### src/rtl/uart_rx_responder_if.sv
`default_nettype none
// ============================================================================
// Interface : uart_rx_responder_if
// Purpose   : Per-core read-only address/data channel bundle between the
//             requesting cores and the UART RX responder.
// Signals   : s_arvalid/s_araddr/s_rready driven by the cores (master),
//             s_arready/s_rvalid/s_rdata/s_rresp driven by the responder
//             (slave). Core i owns bit i of the 1-bit vectors, bits
//             [32i+31:32i] of the 32-bit vectors and [2i+1:2i] of s_rresp.
// Revision  : 1.0 - initial release
// ============================================================================
interface uart_rx_responder_if #(
  parameter int NUM_CPUS = 2
) ();

  logic [NUM_CPUS-1:0]    s_arvalid;
  logic [32*NUM_CPUS-1:0] s_araddr;
  logic [NUM_CPUS-1:0]    s_arready;
  logic [NUM_CPUS-1:0]    s_rvalid;
  logic [32*NUM_CPUS-1:0] s_rdata;
  logic [2*NUM_CPUS-1:0]  s_rresp;
  logic [NUM_CPUS-1:0]    s_rready;

  modport master (
    output s_arvalid, s_araddr, s_rready,
    input  s_arready, s_rvalid, s_rdata, s_rresp
  );

  modport slave (
    input  s_arvalid, s_araddr, s_rready,
    output s_arready, s_rvalid, s_rdata, s_rresp
  );

endinterface
`default_nettype wire

### src/rtl/uart_rx_responder.sv
`default_nettype none
// ============================================================================
// Module   : uart_rx_responder
// Purpose  : Buffers bytes from a UART receiver in a FIFO and serves them to
//            several cores over per-core read channels, arbitrated
//            round-robin. BASE_ADDR reads pop a byte, BASE_ADDR+4 reads the
//            status word (count, sticky overflow, non-empty) and clears the
//            overflow flag; anything else answers SLVERR.
// Ports    : clk        - clock, rising edge
//            rst_n      - asynchronous active-low reset
//            i_Rx_DV    - one-cycle valid strobe for i_Rx_Byte
//            i_Rx_Byte  - received byte
//            rx_irq     - (UART_RX_IRQ_EN only) high while data or overflow
//            bus        - uart_rx_responder_if.slave read channels
// Options  : define UART_RX_IRQ_EN to add the rx_irq output.
// Revision : 1.0 - initial release
// ============================================================================
module uart_rx_responder #(
  parameter int          NUM_CPUS   = 2,
  parameter int          FIFO_DEPTH = 16,
  parameter logic [31:0] BASE_ADDR  = 32'h6000_0100
) (
  input  logic       clk,
  input  logic       rst_n,
  input  logic       i_Rx_DV,
  input  logic [7:0] i_Rx_Byte,
`ifdef UART_RX_IRQ_EN
  output logic       rx_irq,
`endif
  uart_rx_responder_if.slave bus
);

  localparam int c_PTR_W = (FIFO_DEPTH > 1) ? $clog2(FIFO_DEPTH) : 1;
  localparam int c_CNT_W = c_PTR_W + 1;
  localparam int c_GNT_W = (NUM_CPUS > 1) ? $clog2(NUM_CPUS) : 1;

  localparam logic [31:0]        c_STATUS_ADDR = BASE_ADDR + 32'd4;
  localparam logic [1:0]         c_RESP_OKAY   = 2'b00;
  localparam logic [1:0]         c_RESP_SLVERR = 2'b10;
  localparam logic [c_CNT_W-1:0] c_FULL_COUNT  = c_CNT_W'(FIFO_DEPTH);
  localparam logic [c_GNT_W-1:0] c_LAST_CPU    = c_GNT_W'(NUM_CPUS - 1);

  typedef enum logic [1:0] {
    S_IDLE = 2'd0,
    S_ADDR = 2'd1,
    S_RESP = 2'd2
  } state_t;

  state_t               r_state;
  state_t               w_next_state;
  logic [c_GNT_W-1:0]   r_grant;
  logic [c_GNT_W-1:0]   w_next_grant;
  logic [c_GNT_W-1:0]   r_rr_ptr;
  logic [c_GNT_W-1:0]   w_rr_pick;
  logic [c_GNT_W-1:0]   w_idx;
  int                   w_sum;
  logic                 w_found;

  logic                 w_arvalid_g;
  logic                 w_rready_g;
  logic [31:0]          w_addr;

  logic [7:0]           r_mem [FIFO_DEPTH];
  logic [c_PTR_W-1:0]   r_wr_ptr;
  logic [c_PTR_W-1:0]   r_rd_ptr;
  logic [c_CNT_W-1:0]   r_count;
  logic [c_CNT_W-1:0]   w_count_nxt;
  logic [7:0]           w_count8;
  logic                 r_ovf;
  logic                 w_ovf_nxt;

  logic                 w_hs;
  logic                 w_is_data;
  logic                 w_is_stat;
  logic                 w_empty;
  logic                 w_full;
  logic                 w_pop;
  logic                 w_push;
  logic                 w_drop;
  logic                 w_ovf_clr;

  logic [31:0]          r_rdata;
  logic [1:0]           r_rresp;
  logic [31:0]          w_resp_data;
  logic [1:0]           w_resp_code;

  // Signals of the currently granted core.
  always_comb begin
    w_arvalid_g = 1'b0;
    w_rready_g  = 1'b0;
    w_addr      = '0;
    for (int i = 0; i < NUM_CPUS; i++) begin
      if (r_grant == c_GNT_W'(i)) begin
        w_arvalid_g = bus.s_arvalid[i];
        w_rready_g  = bus.s_rready[i];
        w_addr      = bus.s_araddr[32*i +: 32];
      end
    end
  end

  // Round-robin pick: first requester at or after r_rr_ptr, wrapping.
  always_comb begin
    w_rr_pick = r_rr_ptr;
    w_found   = 1'b0;
    w_sum     = 0;
    w_idx     = '0;
    for (int k = 0; k < NUM_CPUS; k++) begin
      w_sum = int'(r_rr_ptr) + k;
      if (w_sum >= NUM_CPUS) begin
        w_sum = w_sum - NUM_CPUS;
      end
      w_idx = c_GNT_W'(w_sum);
      if (!w_found && bus.s_arvalid[w_idx]) begin
        w_found   = 1'b1;
        w_rr_pick = w_idx;
      end
    end
  end

  assign w_empty   = (r_count == '0);
  assign w_full    = (r_count == c_FULL_COUNT);
  assign w_hs      = (r_state == S_ADDR) && w_arvalid_g;
  assign w_is_data = (w_addr == BASE_ADDR);
  assign w_is_stat = (w_addr == c_STATUS_ADDR);
  assign w_pop     = w_hs && w_is_data && !w_empty;
  // A full FIFO still accepts a byte when a pop frees a slot this cycle.
  assign w_push    = i_Rx_DV && (!w_full || w_pop);
  assign w_drop    = i_Rx_DV && w_full && !w_pop;
  assign w_ovf_clr = w_hs && w_is_stat;
  // Overflow in the same cycle as a status read keeps the flag set.
  assign w_ovf_nxt = w_drop | (r_ovf & ~w_ovf_clr);
  assign w_count8  = 8'(r_count);

  always_comb begin
    w_count_nxt = r_count;
    if (w_push && !w_pop) begin
      w_count_nxt = r_count + 1'b1;
    end else if (!w_push && w_pop) begin
      w_count_nxt = r_count - 1'b1;
    end
  end

  // Response word, captured on the address handshake.
  always_comb begin
    w_resp_data = 32'h0;
    w_resp_code = c_RESP_SLVERR;
    if (w_is_data) begin
      w_resp_code = c_RESP_OKAY;
      w_resp_data = w_empty ? 32'h8000_0000 : {24'h0, r_mem[r_rd_ptr]};
    end else if (w_is_stat) begin
      w_resp_code = c_RESP_OKAY;
      w_resp_data = {16'h0, w_count8, 6'h0, r_ovf, !w_empty};
    end
  end

  // FSM next state and channel outputs.
  always_comb begin
    w_next_state  = r_state;
    w_next_grant  = r_grant;
    bus.s_arready = '0;
    bus.s_rvalid  = '0;
    bus.s_rdata   = '0;
    bus.s_rresp   = '0;

    case (r_state)
      S_IDLE: begin
        if (|bus.s_arvalid) begin
          w_next_state = S_ADDR;
          w_next_grant = w_rr_pick;
        end
      end
      S_ADDR: begin
        if (w_arvalid_g) begin
          w_next_state = S_RESP;
        end
      end
      S_RESP: begin
        if (w_rready_g) begin
          w_next_state = S_IDLE;
        end
      end
      default: w_next_state = S_IDLE;
    endcase

    for (int i = 0; i < NUM_CPUS; i++) begin
      if (r_grant == c_GNT_W'(i)) begin
        bus.s_arready[i] = (r_state == S_ADDR);
        bus.s_rvalid[i]  = (r_state == S_RESP);
        if (r_state == S_RESP) begin
          bus.s_rdata[32*i +: 32] = r_rdata;
          bus.s_rresp[2*i +: 2]   = r_rresp;
        end
      end
    end
  end

  always_ff @(posedge clk or negedge rst_n) begin
    if (!rst_n) begin
      r_state <= S_IDLE;
    end else begin
      r_state <= w_next_state;
    end
  end

  always_ff @(posedge clk or negedge rst_n) begin
    if (!rst_n) begin
      r_grant  <= '0;
      r_rr_ptr <= '0;
      r_rdata  <= '0;
      r_rresp  <= '0;
      r_wr_ptr <= '0;
      r_rd_ptr <= '0;
      r_count  <= '0;
      r_ovf    <= 1'b0;
    end else begin
      r_grant <= w_next_grant;
      if (w_hs) begin
        r_rdata <= w_resp_data;
        r_rresp <= w_resp_code;
      end
      if (r_state == S_RESP && w_rready_g) begin
        r_rr_ptr <= (r_grant == c_LAST_CPU) ? '0 : r_grant + 1'b1;
      end
      // Depth is a power of two, so the pointers wrap naturally.
      if (w_push) begin
        r_wr_ptr <= r_wr_ptr + 1'b1;
      end
      if (w_pop) begin
        r_rd_ptr <= r_rd_ptr + 1'b1;
      end
      r_count <= w_count_nxt;
      r_ovf   <= w_ovf_nxt;
    end
  end

  // Storage is not reset; reset empties the FIFO through the pointers.
  always_ff @(posedge clk) begin
    if (w_push) begin
      r_mem[r_wr_ptr] <= i_Rx_Byte;
    end
  end

`ifdef UART_RX_IRQ_EN
  logic r_rx_irq;

  always_ff @(posedge clk or negedge rst_n) begin
    if (!rst_n) begin
      r_rx_irq <= 1'b0;
    end else begin
      r_rx_irq <= (w_count_nxt != '0) || w_ovf_nxt;
    end
  end

  assign rx_irq = r_rx_irq;
`endif

endmodule
`default_nettype wire

### src/flat_wrapper.sv
// flat-port wrapper written by rule: the top's interface ports become plain ports
module uart_rx_responder_flat 
#(
  parameter int          NUM_CPUS   = 2,
  parameter int          FIFO_DEPTH = 16,
  parameter logic [31:0] BASE_ADDR  = 32'h6000_0100
)
  (clk, rst_n, i_Rx_DV, i_Rx_Byte, bus_s_arvalid, bus_s_araddr, bus_s_rready, bus_s_arready, bus_s_rvalid, bus_s_rdata, bus_s_rresp);
  uart_rx_responder_if #(.NUM_CPUS(NUM_CPUS)) bus_i ();
  input  logic clk;
  input  logic rst_n;
  input  logic i_Rx_DV;
  input  logic [7:0] i_Rx_Byte;
  input wire logic [$bits(bus_i.s_arvalid)-1:0] bus_s_arvalid;
  input wire logic [$bits(bus_i.s_araddr)-1:0] bus_s_araddr;
  input wire logic [$bits(bus_i.s_rready)-1:0] bus_s_rready;
  output wire logic [$bits(bus_i.s_arready)-1:0] bus_s_arready;
  output wire logic [$bits(bus_i.s_rvalid)-1:0] bus_s_rvalid;
  output wire logic [$bits(bus_i.s_rdata)-1:0] bus_s_rdata;
  output wire logic [$bits(bus_i.s_rresp)-1:0] bus_s_rresp;
  assign bus_i.s_arvalid = bus_s_arvalid;
  assign bus_i.s_araddr = bus_s_araddr;
  assign bus_i.s_rready = bus_s_rready;
  assign bus_s_arready = bus_i.s_arready;
  assign bus_s_rvalid = bus_i.s_rvalid;
  assign bus_s_rdata = bus_i.s_rdata;
  assign bus_s_rresp = bus_i.s_rresp;
  uart_rx_responder #(.NUM_CPUS(NUM_CPUS), .FIFO_DEPTH(FIFO_DEPTH), .BASE_ADDR(BASE_ADDR)) u_core (.clk(clk), .rst_n(rst_n), .i_Rx_DV(i_Rx_DV), .i_Rx_Byte(i_Rx_Byte), .bus(bus_i));
endmodule
### config.mk
export PLATFORM = sky130hd
export DESIGN_NAME = uart_rx_responder_flat
export DESIGN_NICKNAME = d
export VERILOG_FILES = /design/src/rtl/uart_rx_responder_if.sv /design/src/rtl/uart_rx_responder.sv /design/src/flat_wrapper.sv
export SDC_FILE = /design/constraint.sdc
export NUM_CORES = 1
export LEC_CHECK = 0
export CELL_PAD_IN_SITES_DETAIL_PLACEMENT = 2
export CELL_PAD_IN_SITES_GLOBAL_PLACEMENT = 2
export CORE_MARGIN = 2
export CORE_UTILIZATION = 36
export DETAILED_ROUTE_END_ITERATION = 8
export GPL_TIMING_DRIVEN = 0
export PLACE_DENSITY_LB_ADDON = 0.1
export SETUP_SLACK_MARGIN = 0.05
export SLEW_MARGIN = 20
export SYNTH_ARGS = -nofsm -noshare
export SYNTH_HDL_FRONTEND = slang
export SYNTH_SLANG_ARGS = --single-unit
### constraint.sdc
create_clock -name clk -period 3.5 [get_ports clk]
set_input_delay 0.35 -clock clk [delete_from_list [all_inputs] [get_ports clk]]
set_output_delay 0.35 -clock clk [all_outputs]
set_load 0.01 [all_outputs]
==> results of run 1 <==
-- worst register-to-register path, stage by stage (launching register included) --
cell and delay [ns]:
dfrtp_1 0.41, buf_4 0.20, nor4_2 0.28, nand4_1 0.18, o22ai_4 0.23, a31oi_4 0.17
nand2b_4 0.21, inv_1 0.07, ha_2 0.22, inv_1 0.10, ha_1 0.33, a21o_1 0.18
a21oi_2 0.15, xnor2_1 0.13, nor2_1 0.06, xor2_1 0.15
-- cell usage in the layout (no fill, tap or decap), types with 5 or more instances in the layout --
master,netlist,layout
nand2_1,17,17
clkbuf_1,11,11
o21ai_0,13,13
inv_1,14,14
xor2_1,5,5
nand3_1,6,6
mux4_2,39,39
buf_2,4,5
and2_1,20,20
a21oi_1,6,5
dfrtp_1,33,33
and3_1,33,33
conb_1,1,38
ha_1,10,9
nor2_1,10,10
a22o_1,6,6
edfxtp_1,128,128
clkdlybuf4s50_1,0,111
clkbuf_16,0,17
xnor2_1,6,6
nor4_1,10,8
buf_4,39,41
inv_6,0,7
nor2b_1,6,6
-- worst min-delay path by stage --
stage,from,endpoint,depth (start not counted)
2_1_floorplan,rst_n,u_core.r_count[0],0
3_3_place_gp,u_core.r_wr_ptr[2],u_core.r_wr_ptr[2],1
3_5_place_dp,rst_n,u_core.r_rresp[1],1
4_1_cts,rst_n,u_core.r_rresp[1],2
5_1_grt,rst_n,u_core.r_rresp[1],2
6_report,rst_n,u_core.r_rresp[1],2
-- stage by stage --
| step | power [µW] | cells |
|---|---|---|
| after floorplan | 3012 | 492 |
| after global placement | 3375 | 869 |
| after detailed placement | 3458 | 870 |
| after CTS | 5278 | 904 |
| after global routing | 5492 | 905 |
| final | 5247 | 905 |
-- state kept, by name, indices dropped and copies added (netlist names) --
name,count
u_core.r_rd_ptr,4
u_core.r_ovf,1
u_core.r_rr_ptr,1
u_core.r_state,2
u_core.r_rdata,14
u_core.r_rresp,1
u_core.r_count,5
u_core.r_grant,1
u_core.r_wr_ptr,4
u_core.r_mem,128
-- timing repair --
action,4_1_cts,5_1_grt
pin swaps,1,3
hold buffers,1,0
hold endpoints to repair,11,0
gates resized for setup,5,7
setup buffers,1,1
endpoints found under the setup margin,1,2
-- layout make-up --
type                    instances  area [µm²]
clock buffers                  17       425.4
clock inverters                15       146.4
plain buffers                  56       376.6
multi-input cells             261        2331
fillers                      1875       10090
inverters                      14       52.55
repair buffers                116        1169
flip-flops and latches        161        4669
well taps                     265       331.6
-- power groups by stage --
stage | registers (µW) | logic, µW | clock network (µW)
detailed placement | 2480 | 982 | 0
global placement | 2450 | 923 | 0
finish | 2430 | 1010 | 1810
CTS | 2440 | 998 | 1840
floorplan | 2420 | 593 | 0
global route | 2460 | 1120 | 1910
-- logic make-up after synthesis --
kind of cell             share of synthesized area
multiplexers                                0.1307
adder cells (fa/ha/maj)                    0.02010
other                                    0.0005193
buffers and inverters                      0.05943
flip-flops                                  0.6467
XOR/XNOR                                   0.01334
AND/OR/NAND/NOR                            0.09652
AO/OA/AOI/OAI                              0.03275
-- per-layer routing --
metal	GRT usage	wire, µm
met4	0.04559	197
met5	0	0
met2	0.3320	10010
met1	0.2314	8167
met3	0.04107	728
==> impl_metrics.json, run 1 <==
{
  "grt_pass1_wl_um": 29800,
  "io_buffers": 112,
  "fin_ws_ns": 0.3061,
  "hold_class": "primary input to asynchronous set/reset pin",
  "fin_area_um2": 9502,
  "cts_tree": "built",
  "power_density_nw_per_um2": 552.2,
  "slew_viol_final": 0,
  "die_width_um": 145.6,
  "place_area_um2": 8835,
  "first_iter_violations": 159,
  "insertion_delay_ns": 0.43,
  "synth.most_common_cell": "edfxtp_1",
  "crit_path_start_kind": "flop",
  "place_congestion": 0.7835,
  "p_comb_frac": 0.192,
  "hold_slack_ns": 0.3965,
  "syn-instance-count": 455,
  "power_frac_clock": 0.344,
  "fin_skew_ns": 0.006738,
  "path_max_fanout": 10,
  "power.leakage_uw": 0.003572,
  "cts_buffers": 17,
  "tightest_slew_ns": 0.7692,
  "synth_top_area_share": 0.5323,
  "end_kind": "flop",
  "antenna_found_initial": 0,
  "synth_seq_area_share": 0.6467,
  "start_util": 0.3686,
  "outcome": "finished, final reports clean",
  "tns_ns": 0,
  "period_share": 0.9125,
  "dr_total_vias": 4398,
  "p_sw_uw": 1514,
  "max_stage_delay_ns": 0.41,
  "required_ns": 3.81,
  "rr_endpoint": "u_core.r_count[4]",
  "ios": 151,
  "synth_area_leader_cell": "edfxtp_1",
  "synthDistinctLibCells": 43,
  "synthTopCellsByCount": "edfxtp_1 (128), buf_4 (39), mux4_2 (39)",
  "critical-path-top-delay-family": "compound AO/OA/AOI/OAI gates",
  "crit_type": "flop to flop",
  "clkTransAtPathRegs_ns": 0.07,
  "ys_warn_count": 0,
  "p_int_uw": 3733,
  "path_common_cell": "inv_1",
  "rows": 51,
  "crit_chain": "buf_4 -> nor4_2 -> nand4_1 -> o22ai_4 -> a31oi_4 -> nand2b_4 -> inv_1 -> ha_2 -> inv_1 -> ha_1 -> a21o_1 -> a21oi_2 -> xnor2_1 -> nor2_1 -> xor2_1",
  "period_needed_ns": 3.194,
  "postLayoutCoreUtil": 0.4850,
  "ys.flop_type": "edfxtp_1",
  "cts.sinks": 161,
  "grt_pass1_vias": 4905,
  "post-route-drc-count": 0,
  "areaGrowthSynthToFinish_pct": 31.59,
  "clock.fmax_ghz": 0.3131,
  "hold_viol": 0,
  "grt_max_degree": 23,
  "ir_drop_mv": 0.3814,
  "antenna_left": 0,
  "n_antenna_cell": 0,
  "regToRegSetupSlack_ns": 0.31,
  "synth.area.top_cells": "edfxtp_1 (53%), mux4_2 (12%), dfrtp_1 (11%), buf_4 (4.1%), and3_1 (2.9%)",
  "drive_above_1_share": 0.2063,
  "die_h_um": 145.6,
  "cp-startpoint": "u_core.r_grant",
  "clock-root-buffer": "clkbuf_16",
  "synth_area_per_cell_um2": 15.87,
  "cp.depth": 15,
  "crit_slowest_cell": "dfrtp_1",
  "max-slew-margin-rel": 0.4872,
  "clk_path_buf_depth": 2,
  "grt_usage": 0.1863,
  "crit_path_end": "u_core.r_count[4]",
  "synthArstFlopShare": 0.2050,
  "rr_startpoint": "u_core.r_grant",
  "crit_buf_inv": 3,
  "dr.pass1.iters": 4,
  "die_area_um2": 21210,
  "grt_overflow": 0,
  "dp_hpwl_um": 14290,
  "swShare": 0.2886,
  "synth-edff-count": 128,
  "syn_area_um2": 7221,
  "rr_worst_depth": 15,
  "pre_cts_ws_ns": -0.2833,
  "routed_via_density": 4.860,
  "cap_violations": 0,
  "finalSetupViolations": 0,
  "wl_um": 19100,
  "h-tree-depth": 4,
  "wl_per_cell_um": 21.10,
  "core_um2": 19590,
  "power_frac_seq": 0.464,
  "fin_nets": 717,
  "rsz0062_at_grt": "no",
  "synth_seq_cells": 161,
  "cp.arrival_ns": 3.50
}
Note: power is estimated with default switching activity, not from simulation.
==> run 2, diff against run 1 <==
- CORE_UTILIZATION: 36 -> 32
- clock period: 3.5 -> 2.9 ns (I/O delays scaled with it)
==> run 2 against run 1 <==
Against the previous run:
- sequential share of layout area is 0.64 points lower
- clock-buffer cell count is 2 higher
- clock skew increased by 0.0031 ns
- register-to-register slack worse by 0.20 ns
- global-route usage shrank 1.8 points
- sequential power rose by 21%
- design area rose by 1.3%
- cell count increased by 2.4%
- die area up 12%
- power grew 20%
- combinational power grew 33%
- non-clock buffer count increased by 8
==> impl_metrics.json, run 2 (synthesis gave the netlist of run 1 again) <==
{
  "fin_ws_ns": 0.1039,
  "max-slew-margin-rel": 0.4975,
  "tightest_slew_ns": 0.7538,
  "rr_endpoint": "u_core.r_count[4]",
  "ios": 151,
  "routed_via_density": 4.742,
  "cts_tree": "built",
  "grt_max_degree": 31,
  "crit_path_start_kind": "flop",
  "period_needed_ns": 2.796,
  "wl_um": 19310,
  "fillCellCount": 2124,
  "clock.fmax_ghz": 0.3576,
  "max_stage_delay_ns": 0.39,
  "final_common_cell": "edfxtp_1",
  "rr_worst_depth": 15,
  "cts_buffers": 17,
  "core_um2": 21960,
  "place_congestion": 0.7491,
  "fin_skew_ns": 0.009841,
  "start_util": 0.3288,
  "grt_pass1_vias": 4764,
  "die_width_um": 154.2,
  "crit_chain": "buf_4 -> mux2_4 -> o211a_1 -> and2_4 -> a31oi_4 -> nand2b_4 -> inv_4 -> ha_4 -> fa_2 -> inv_1 -> a21o_1 -> a21oi_2 -> xnor2_1 -> nor2_1 -> xor2_1",
  "postLayoutCoreUtil": 0.4384,
  "power_frac_clock": 0.321,
  "layout_common_cells": "edfxtp_1 (128), clkdlybuf4s50_1 (111), buf_4 (47), mux4_2 (39), conb_1 (38)",
  "outcome": "finished, final reports clean",
  "die_h_um": 154.2,
  "path_max_fanout": 4,
  "crit_type": "flop to flop",
  "grt_pass1_wl_um": 29660,
  "p_int_uw": 4469,
  "die_area_um2": 23780,
  "post-route-drc-count": 0,
  "fin_nets": 725,
  "fin_area_um2": 9627,
  "hold_viol": 0,
  "crit_slowest_cell": "dfrtp_1",
  "clkTransAtPathRegs_ns": 0.06,
  "cap_violations": 0,
  "clock-root-buffer": "clkbuf_16",
  "n_antenna_cell": 0,
  "p_sw_uw": 1820,
  "pre_cts_ws_ns": -0.6269,
  "insertion_delay_ns": 0.43,
  "crit_path_end": "u_core.r_count[4]",
  "rr_startpoint": "u_core.r_grant",
  "drive_above_1_share": 0.2504,
  "cp-startpoint": "u_core.r_grant",
  "clk_path_buf_depth": 2,
  "first_iter_violations": 132,
  "rows": 54,
  "wl_per_cell_um": 20.83,
  "finalSetupViolations": 0,
  "dp_hpwl_um": 14220,
  "grt_usage": 0.1686,
  "hold_class": "primary input to asynchronous set/reset pin",
  "rsz0062_at_grt": "yes",
  "dr_total_vias": 4396,
  "h-tree-depth": 4,
  "power_density_nw_per_um2": 653.3,
  "areaGrowthSynthToFinish_pct": 33.32,
  "place_area_um2": 8862,
  "reg_top3": "u_core.r_mem: 128 flops, u_core.r_rdata: 14 flops, u_core.r_count: 5 flops",
  "required_ns": 3.21,
  "fin_cells": 927,
  "swShare": 0.2894,
  "antenna_found_initial": 0,
  "slew_viol_final": 0,
  "place_inst": 885,
  "antenna_left": 0,
  "p_comb_frac": 0.213,
  "regToRegSetupSlack_ns": 0.10,
  "cts.sinks": 161,
  "end_kind": "flop",
  "io_buffers": 112,
  "period_share": 0.9642,
  "dr.pass1.iters": 4,
  "ir_drop_mv": 0.4602,
  "largest_register": "u_core.r_mem",
  "power_frac_seq": 0.467,
  "cp.arrival_ns": 3.10,
  "power.leakage_uw": 0.003585,
  "grt_overflow": 0,
  "largest_register_ffs": 128
}
## run 2: cell types whose count changed in the layout (fill, tap and decap cells not counted), moves of 3 or more
cell	change
and3_1	-15
inv_6	-4
and3_2	+15
buf_4	+6
clkinvlp_4	+3
## run 2: how the worst min path moves through the flow
stage | slack, ns | to
floorplan | -0.006 | u_core.r_count[0]
finish | 0.24 | u_core.r_rr_ptr
detailed placement | 0.12 | u_core.r_rr_ptr
global route | 0.26 | u_core.r_grant
global placement | 0.48 | u_core.r_wr_ptr[3]
CTS | 0.23 | u_core.r_rr_ptr
## run 2: repair_timing
| action | in CTS | in global routing |
|---|---|---|
| resized for setup | 22 | 22 |
| setup buffers | 7 | 3 |
| pin swaps | 5 | 7 |
| endpoints found under the hold margin | 33 | 0 |
| setup endpoints to repair | 128 | 138 |
| hold buffers | 1 | 0 |
## run 2: area by class of cell
type                            count  area [µm²]  area share
Clock buffer                       19       432.9     0.04497
Clock inverter                     12       86.33    0.008968
Sequential cell                   161        4669      0.4851
Tap cell                          280       350.3     0.03639
Timing Repair Buffer              124        1225      0.1272
Multi-Input combinational cell    261        2424      0.2518
Inverter                           14       57.56    0.005979
Buffer                             56       381.6     0.03964
## run 2: per-layer routing
layer | wire length, µm | GRT usage | share of wire
met4 | 238 | 0.04762 | 0.012
met1 | 8249 | 0.2096 | 0.43
met5 | 0 | 0 | 0
met3 | 774 | 0.03362 | 0.040
met2 | 10050 | 0.2994 | 0.52
## run 2: worst max-delay path, delay by kind of cell (launching register included)
| kind | cells | cell delay (ns) |
|---|---|---|
| buffers and inverters | 3 | 0.25 |
| adders and majority gates | 2 | 0.52 |
| AOI/OAI and AO/OA | 4 | 0.52 |
| xor gates and xnor gates | 2 | 0.29 |
| and+or+nand+nor | 3 | 0.41 |
| muxes | 1 | 0.32 |
| DFF | 1 | 0.39 |
## run 2: per-stage QoR
step	hold WS [ns]	setup TNS [ns]	power [µW]
floorplan	-0.005591	0	3641
global placement	0.4824	-15.75	4097
detailed placement	0.1193	-26.90	4184
CTS	0.2320	-0.06901	6277
global route	0.2613	-0.01753	6615
finish	0.2414	0	6289
## run 2: power groups by stage
stage | Clock (µW) | Sequential (µW) | Combinational (µW)
6_report | 2020 | 2930 | 1340
5_1_grt | 2160 | 2970 | 1490
4_1_cts | 2060 | 2940 | 1280
3_5_place_dp | 0 | 2980 | 1210
3_3_place_gp | 0 | 2960 | 1140
2_1_floorplan | 0 | 2920 | 721
==> run 3, diff against run 2 <==
- SLEW_MARGIN: 20 -> 0
==> run 3 against run 2 <==
Against the previous run:
- utilization rose by 0.27 points
- clock-buffer cell count fell by 1
- wire length rose by 1.2%
- critical endpoint unchanged
- highest routed layer unchanged
- critical path type unchanged
==> impl_metrics.json, run 3 (synthesis gave the netlist of run 1 again) <==
{
  "outcome": "finished, final reports clean",
  "crit_path_start_kind": "flop",
  "drive_above_1_share": 0.2589,
  "fin_cells": 929,
  "n_antenna_cell": 0,
  "period_needed_ns": 2.809,
  "largest_register_ffs": 128,
  "fillCellCount": 2127,
  "core_um2": 21960,
  "fin_nets": 727,
  "io_buffers": 112,
  "end_kind": "flop",
  "hold_viol": 0,
  "tightest_slew_ns": 0.7818,
  "finalPower_uw": 6512,
  "crit_chain": "buf_4 -> mux2_4 -> o211a_1 -> and2_4 -> a31oi_4 -> nand2b_4 -> inv_4 -> ha_4 -> fa_2 -> inv_1 -> a21o_1 -> a21oi_2 -> xnor2_1 -> nor2_1 -> xor2_1",
  "hold_class": "primary input to asynchronous set/reset pin",
  "max-slew-margin-rel": 0.4788,
  "fin_skew_ns": 0.01126,
  "areaGrowthSynthToFinish_pct": 34.15,
  "cts.sinks": 161,
  "insertion_delay_ns": 0.42,
  "clkTransAtPathRegs_ns": 0.07,
  "grt_pass1_wl_um": 29950,
  "ios": 151,
  "postLayoutCoreUtil": 0.4411,
  "dp_hpwl_um": 14210,
  "rr_startpoint": "u_core.r_grant",
  "h-tree-depth": 4,
  "dr_total_vias": 4386,
  "die_h_um": 154.2,
  "power_density_nw_per_um2": 672.2,
  "clock-root-buffer": "clkbuf_16",
  "cts_tree": "built",
  "path_max_fanout": 3,
  "tns_ns": 0,
  "cts_buffers": 17,
  "max_stage_delay_ns": 0.39,
  "wl_per_cell_um": 21.04,
  "crit_buf_inv": 3,
  "reg_top3": "u_core.r_mem: 128 flops, u_core.r_rdata: 14 flops, u_core.r_count: 5 flops",
  "die_area_um2": 23780,
  "required_ns": 3.20,
  "first_iter_violations": 135,
  "rsz0062_at_grt": "yes",
  "critical-path-top-delay-family": "compound AO/OA/AOI/OAI gates",
  "hold_slack_ns": 0.5140,
  "antenna_left": 0,
  "period_share": 0.9685,
  "grt_overflow": 0,
  "regToRegSetupSlack_ns": 0.09,
  "wl_um": 19550,
  "antenna_found_initial": 0,
  "routed_via_density": 4.721,
  "power.leakage_uw": 0.003630,
  "place_congestion": 0.7491,
  "rr_worst_depth": 15,
  "grt_max_degree": 34,
  "cp.arrival_ns": 3.11,
  "grt_pass1_vias": 4825,
  "clk_path_buf_depth": 2,
  "finalSetupViolations": 0,
  "crit_type": "flop to flop",
  "multi_input_area_um2": 2419,
  "layout_common_cells": "edfxtp_1 (128), clkdlybuf4s50_1 (111), buf_4 (50), mux4_2 (39), conb_1 (38)",
  "slew_viol_final": 0,
  "dr.pass1.iters": 4,
  "die_width_um": 154.2,
  "clock.fmax_ghz": 0.3561,
  "post-route-drc-count": 0,
  "rr_endpoint": "u_core.r_count[4]",
  "crit_slowest_cell": "dfrtp_1",
  "largest_register": "u_core.r_mem",
  "ir_drop_mv": 0.4478,
  "start_util": 0.3288,
  "final-seq-area_um2": 4669,
  "cap_violations": 0,
  "final_common_cell": "edfxtp_1",
  "place_inst": 884,
  "rows": 54,
  "grt_usage": 0.1693
}
[run 3: cell count changes in the layout (fill, tap and decap cells not counted), sizes merged]
cell      before  now
clkinvlp       5    2
buf           57   59
bufinv         0    2
inv           17   19
clkbuf        30   29
[run 3: routing by layer]
metal  part of all wire  GRT usage
met3              0.039    0.03054
met4              0.018    0.05474
met5                  0          0
met2               0.51     0.2970
met1               0.43     0.2130
[run 3: area by class of cell]
class | count | area share
Sequential cell | 161 | 0.4820
Multi-Input combinational cell | 261 | 0.2497
Inverter | 14 | 0.005942
Clock inverter | 13 | 0.01576
Buffer | 56 | 0.03940
Timing Repair Buffer | 126 | 0.1267
Clock buffer | 18 | 0.04430
Tap cell | 280 | 0.03617
[run 3: timing repair]
item / CTS / global route
setup buffers: 7 / 6
pin swaps: 5 / 10
hold buffers: 1 / 0
setup endpoints to repair: 123 / 136
gates resized for setup: 21 / 23
endpoints found under the hold margin: 33 / 0
[run 3: worst max-delay path by stage]
stage                     depth (start not counted)        startpoint                 to
after floorplan                                  15    u_core.r_grant  u_core.r_count[4]
after global routing                             15    u_core.r_grant  u_core.r_count[4]
after detailed placement                         15   bus_s_araddr[5]  u_core.r_count[4]
final                                            15    u_core.r_grant  u_core.r_count[4]
after global placement                           15  bus_s_araddr[41]  u_core.r_count[4]
after CTS                                        14    u_core.r_grant  u_core.r_count[4]
[run 3: power breakdown]
part	internal [µW]	switching, µW	total (µW)
clock	1280	949	2230
combinational	607	734	1340
sequential	2770	165	2940
total	4660	1850	6510
[run 3: worst reg2reg max path, stage by stage (launching register included)]
cell and delay, ns:
dfrtp_1 0.39, buf_4 0.15, mux2_4 0.31, o211a_1 0.16, and2_4 0.16, a31oi_4 0.19, nand2b_4 0.18, inv_4 0.04
ha_4 0.17, fa_2 0.34, inv_1 0.06, a21o_1 0.11, a21oi_2 0.05, xnor2_1 0.16, nor2_1 0.07, xor2_1 0.15
[run 3: per-stage QoR]
step | cell area, µm² | setup slack [ns]
2_1_floorplan | 7376 | 0.08434
3_3_place_gp | 8847 | -0.5787
3_5_place_dp | 8842 | -0.6235
4_1_cts | 9563 | -0.04285
5_1_grt | 9687 | -0.03935
6_report | 9687 | 0.09146
==> patch, RTL diff (flow settings as in run 2) <==
Compare `r_count` against `c_FULL_COUNT` with >= in place of ==.
--- a/src/rtl/uart_rx_responder.sv
+++ b/src/rtl/uart_rx_responder.sv
@@ -118,7 +118,7 @@
   end
 
   assign w_empty   = (r_count == '0);
-  assign w_full    = (r_count == c_FULL_COUNT);
+  assign w_full    = (r_count >= c_FULL_COUNT);
   assign w_hs      = (r_state == S_ADDR) && w_arvalid_g;
   assign w_is_data = (w_addr == BASE_ADDR);
   assign w_is_stat = (w_addr == c_STATUS_ADDR);
Formal check against the unedited RTL: no difference found for any inputs over 4 cycles, from zero or initial values and one cycle with rst_n low; that may be too few to reach the edited logic, so the function may still have changed.
==> patch against run 2 <==
The flow now finishes with violations (setup timing); power fell by 10%; setup slack got worse by 0.12 ns; final cell count is 6.0% higher; design area rose by 3.0%; clock power increased by 2%; sequential power is 11% lower; wire length increased by 8.8%; area after synthesis increased by 2.8%; sequential cell count unchanged; global-route usage increased by 0.96 points; core utilization decreased by 0.19 points; largest cell class unchanged; highest routed layer unchanged.
==> patch: results (changes against run 2) <==
outcome finished with violations; failing checks setup timing; multiplexer share of the synthesized area 12.7% (-0.37 points); # port buffers 111 (-0.89%); post-synthesis adder-cell area fraction 1.96% (-0.055 points); synthesized area per cell 14.8 um2 (-7.0%); placed inst area 9050 um2 (+2.2%); multi-input gates 307 (+18%); Worst Slack Setup Final -0.0149 ns (-0.119 ns); met2 GRT Util 32.3% (+2.4 points); commonest cells in the netlist edfxtp_1, buf_4, dfrtp_1; Setup Viol. Count Final 1 (+1); CP max-delay cell dfrtp_2; Synth Area in XOR/XNOR 1.30% (-0.036 points); P_clk 0.00207 W (+2%); register area share after synthesis 62.9% (-1.8 points); Signal buffers 187 (+3.9%); core area 22700 um2 (+3.4%); crit-path leading delay family simple AND/OR/NAND/NOR gates; gpl congestion 0.738 (-1.5%); DP Worst Slack -0.803 ns (-0.176 ns); design area 9910 um2 (+3.0%); Hold Path Class input pin to register; count of cell types in the netlist 53 (+23%); Placed Cells 937 (+5.9%); Non-Filler Instances 983 (+6.0%); GRT met3 Usage 4.35% (+0.99 points); top cells by area, synth edfxtp_1, dfrtp_1, mux4_2; via count 4766 (+8.4%)
==> patch: path summary, 6_finish.rpt <==
kind,startpoint,endpoint,slack [ns]
worst max-delay path,u_core.r_grant$_DFFE_PN0P_,u_core.r_count[4]$_DFFE_PN0P_,-0.01
worst min-delay path,i_Rx_DV,u_core.r_ovf$_DFF_PN0_,0.22
worst max register to register,u_core.r_grant$_DFFE_PN0P_,u_core.r_count[4]$_DFFE_PN0P_,-0.01
worst min register to register,u_core.r_rdata[2]$_DFFE_PN0N_,u_core.r_rdata[2]$_DFFE_PN0N_,0.51
max in group asynchronous,rst_n,u_core.r_grant$_DFFE_PN0P_,2.26
min in group asynchronous,rst_n,u_core.r_rdata[9]$_DFFE_PN0N_,0.23
==> patch: logic make-up after synthesis <==
| logic type | Yosys count |
|---|---|
| DFF | 161 |
| and+or+nand+nor | 144 |
| buffers and inverters | 72 |
| muxes | 54 |
| AOI/OAI and AO/OA | 49 |
| adders and majority gates | 11 |
| xor gates and xnor gates | 11 |
| other | 1 |
